**config.mk**
```make
export PLATFORM = sky130hd
export DESIGN_NAME = vga_timing
export DESIGN_NICKNAME = d
export VERILOG_FILES = /design/src/rtl/vga_timing.sv
export SDC_FILE = /design/constraint.sdc
export NUM_CORES = 1
export LEC_CHECK = 0
export CAP_MARGIN = 20
export CORE_ASPECT_RATIO = 1.1
export CORE_MARGIN = 5
export CORE_UTILIZATION = 47
export DETAILED_ROUTE_END_ITERATION = 6
export GPL_ROUTABILITY_DRIVEN = 0
export PLACE_DENSITY = 0.77
export SKIP_LAST_GASP = 1
export SLEW_MARGIN = 20
export SYNTH_ARGS = -nofsm -noshare
export SYNTH_HDL_FRONTEND = slang
export SYNTH_SLANG_ARGS = --single-unit
```
**constraint.sdc**
```tcl
create_clock -name clk -period 2.4 [get_ports clk]
set_input_delay 0.48 -clock clk [delete_from_list [all_inputs] [get_ports clk]]
set_output_delay 0.48 -clock clk [all_outputs]
set_load 0.05 [all_outputs]
```
**src/rtl/vga_timing.sv**
```systemverilog
// vga_timing: free-running raster counters with sync, active-video and line/frame strobes
module vga_timing #(
  parameter int H_ACTIVE = 640,
  parameter int H_FRONT  = 16,
  parameter int H_SYNC   = 96,
  parameter int H_BACK   = 48,
  parameter int V_ACTIVE = 480,
  parameter int V_FRONT  = 10,
  parameter int V_SYNC   = 2,
  parameter int V_BACK   = 33,
  parameter bit SYNC_POL = 1'b0
) (
  input  logic       clk,
  input  logic       nRst,
  input  logic       pix_en,
  output logic       hsync,
  output logic       vsync,
  output logic       display_on,
  output logic [9:0] x,
  output logic [9:0] y,
  output logic       line_pulse,
  output logic       frame_pulse
);
  localparam int H_TOTAL = H_ACTIVE + H_FRONT + H_SYNC + H_BACK;
  localparam int V_TOTAL = V_ACTIVE + V_FRONT + V_SYNC + V_BACK;
  // 11-bit bounds so a 1024-wide total cannot wrap the comparisons
  localparam logic [10:0] H_LAST = 11'(H_TOTAL - 1);
  localparam logic [10:0] V_LAST = 11'(V_TOTAL - 1);
  localparam logic [10:0] H_ACT  = 11'(H_ACTIVE);
  localparam logic [10:0] V_ACT  = 11'(V_ACTIVE);
  localparam logic [10:0] HS_BEG = 11'(H_ACTIVE + H_FRONT);
  localparam logic [10:0] HS_END = 11'(H_ACTIVE + H_FRONT + H_SYNC);
  localparam logic [10:0] VS_BEG = 11'(V_ACTIVE + V_FRONT);
  localparam logic [10:0] VS_END = 11'(V_ACTIVE + V_FRONT + V_SYNC);
  localparam logic [10:0] V_FLAST = 11'(V_ACTIVE - 1);
  logic [9:0] h, v;
  logic [10:0] hw, vw;
  logic h_end, v_end, in_hs, in_vs;
  assign hw    = {1'b0, h};
  assign vw    = {1'b0, v};
  assign h_end = hw == H_LAST;
  assign v_end = vw == V_LAST;
  assign in_hs = hw >= HS_BEG && hw < HS_END;
  assign in_vs = vw >= VS_BEG && vw < VS_END;
  always_ff @(posedge clk) begin
    if (!nRst) begin
      h <= '0;
      v <= '0;
    end else if (pix_en) begin
      h <= h_end ? '0 : h + 10'd1;
      if (h_end) v <= v_end ? '0 : v + 10'd1;
    end
  end
  always_comb begin
    x           = h;
    y           = v;
    display_on  = hw < H_ACT && vw < V_ACT;
    hsync       = in_hs ? SYNC_POL : ~SYNC_POL;
    vsync       = in_vs ? SYNC_POL : ~SYNC_POL;
    line_pulse  = pix_en && h_end;
    frame_pulse = pix_en && h_end && vw == V_FLAST;
  end
endmodule

```
==> results by group <==
Clock network
  – Root Driver: clkbuf_4
  – Clock Latency Late Sink: around 290 ps
  – TritonCTS Sinks: 20
  – Clk slew on worst S/H paths: 110 ps
  – CTS max path bufs: 2
  – Total CTS buffers: 3
  – CTS tree: built
  – H-tree depth reported by CTS: 1
  – Hold-fix buffers, CTS: 0

Yosys
  – Async SR Flop Fraction: 0%
  – Mapped Avg Cell Area: about 8.2 um^2
  – Netlist cell types: 31
  – Post-synth EDFFs: 0
  – Syn_nets: approximately 140
  – Post-synthesis sequential area ratio: 36.61%
  – Top FF cell, synth: dfxtp_1
  – Warnings, synthesis: 0
  – Post-synthesis sequential element count: 20
  – Mapped cell area: approximately 0.0011 mm^2
  – Mapped Cells: 133

Drt
  – Vias: 1096
  – Iteration-0 DRC Markers: 30
  – Iteration count of the initial detailed-routing pass: 4
  – Vias per inst: approximately 5.6
  – Detail Route Antenna Nets: 0
  – Drt wl/cell: 14.18 um
  – Total wire length: approximately 2800 um
  – # DRC: 0

Global routing
  – Global route overflow: 0
  – Overall routing resource usage: 17.89%
  – First-pass GRT wire length: approximately 5000 um
  – Pin count of the biggest net entering global routing: 16
  – Vias in the first global route: around 1100
  – Initial antenna violation count: 0

Hold path
  – Worst Hold Depth: 2
  – Hold Path Class: register to register

Setup path
  – CP Launch Type: register
  – Crit path max fanout: 6
  – R2r worst-path depth: 6
  – CP Class: register to primary output
  – WP data arrival: approximately 1900 ps
  – R2R Setup Slk: around 370 ps
  – Worst Setup End Kind: primary output
  – Required @ worst endpoint: 1920 ps

Placed design
  – Pre-CTS WS: approximately 82 ps
  – Port-buffer cells: 27
  – HPWL Detailed: 2043 um

Floorplanning
  – Die H: ~60 um
  – Core ar.: roughly 0.0022 mm^2
  – Starting Density: around 49%
  – Die footprint: around 0.0034 mm^2
  – Die width: between 50 and 60 um
  – Top-Level Pins: 28
  – Row count: 18

STA
  – Final hold violation count: 0
  – Worst clock skew: ~1.2 ps
  – Setup TNS: 0 ps
  – Relative slew slack: between 60% and 70%
  – Final setup margin: 59.32 ps
  – Fin. max-slew vios: 0
  – Max frequency: 0.4272 GHz
  – Least-Margin Pin Slew: between 500 and 600 ps
  – # setup viols final: 0
  – Minimum clock period: ~2300 ps
  – Period utilization: 97.53%
  – Hold WS: 530.8 ps

Run
  – Max cap viols: 0

Cells and area
  – Antenna cells: 0
  – Synth-to-Final Area Change: 39.24%
  – Final nets: approximately 180
  – Share of post-route cells with drive strength above 1: 14.46%

Power and ir drop
  – LEAKAGE: between 0.5 and 0.6 nW
  – Pwr Density: around 380 mW/mm^2
  – VDD IR-drop max: around 340 uV

Outcome
  – Status: finished, final reports clean
## final cells by class
type	count	area (um^2)
fill	174	706.9
multi-input combinational	101	655.6
sequential	20	414.1
timing repair buffer	35	356.6
tap	30	37.54
clock buffer	4	36.28
inverter	6	22.52
## flip-flops by register name, indices dropped and copies added, names as in the netlist
register / flops
x: 10
y: 10
## path summary, 6_finish.rpt
kind                     start                end
max          y[4]$_SDFFE_PN0P_              vsync
min          y[3]$_SDFFE_PN0P_  y[3]$_SDFFE_PN0P_
max reg2reg  x[0]$_SDFFE_PN0P_  y[5]$_SDFFE_PN0P_
min reg2reg  y[3]$_SDFFE_PN0P_  y[3]$_SDFFE_PN0P_
## routing by layer
| metal | up-vias | GRT usage [%] | part of all wire (%) |
|---|---|---|---|
| li1 | 548 | - | - |
| met1 | 502 | 22.22 | 43 |
| met2 | 40 | 32.05 | 50 |
| met3 | 6 | 2.766 | 5.4 |
| met4 | 0 | 6.102 | 1.6 |
| met5 | - | 0 | 0 |
## placed cells by master, fill, tap and decap left out, types with 3 or more instances in the layout
cell / n
xnor2_1: 7
a21oi_1: 8
o21ai_0: 5
or3_1: 5
dfxtp_1: 15
or4_1: 3
clkdlybuf4s50_1: 22
and2_1: 4
nand3_1: 7
inv_1: 6
ha_1: 5
dfxtp_4: 3
nor2_1: 12
o31ai_1: 3
nand2_1: 11
nand4_1: 10
buf_4: 8
clkbuf_4: 3
nor3_1: 5
## logic make-up (layout without fill, tap and decap cells)
logic type | count (synthesis) | in the layout | share of synthesized area, %
and+or+nand+nor | 66 | 66 | 33.75
AOI/OAI and AO/OA | 20 | 20 | 10.64
DFF | 20 | 20 | 36.61
buffers and inverters | 12 | 45 | 5.148
xor gates and xnor gates | 9 | 9 | 7.209
adders and majority gates | 5 | 5 | 5.721
muxes | 1 | 1 | 0.9154
## per-stage QoR
step	instances	util (%)	area [um^2]	total power, mW
5_1_grt	196	68.29	1523	0.6031
6_report	196	68.29	1523	0.5750
4_1_cts	194	67.00	1494	0.5814
3_3_place_gp	190	65.38	1458	0.3863
2_1_floorplan	133	-	1121	0.3685
3_5_place_dp	190	65.38	1458	0.3884
## critical path, stage by stage (launching register included)
cell and delay [ps]:
dfxtp_4 380, or4b_2 650, or3_1 370, buf_6 160
## repair_timing
| item | CTS | global route |
|---|---|---|
| resized for setup | 0 | 5 |
| setup endpoints to repair | 0 | 4 |
| setup buffers | 0 | 2 |
## cells in the mapped netlist (5+ instances only)
cell | n | share of area, %
a21oi_1 | 8 | 3.7
dfxtp_1 | 20 | 37
ha_1 | 5 | 5.7
inv_1 | 6 | 2.1
nand2_1 | 11 | 3.8
nand3_1 | 7 | 3.2
nand4_1 | 10 | 5.7
nor2_1 | 12 | 4.1
nor3_1 | 5 | 2.3
o21ai_0 | 5 | 2.3
or3_1 | 5 | 2.9
xnor2_1 | 7 | 5.6
## report_power, final
part | leakage [nW] | total [mW] | internal [mW] | switching (mW)
Sequential | 0.165 | 0.337 | 0.332 | 0.00514
Combinational | 0.330 | 0.0434 | 0.0172 | 0.0262
Clock | 0.0210 | 0.195 | 0.0924 | 0.102
No activity file was read; power rests on OpenSTA's default activity.
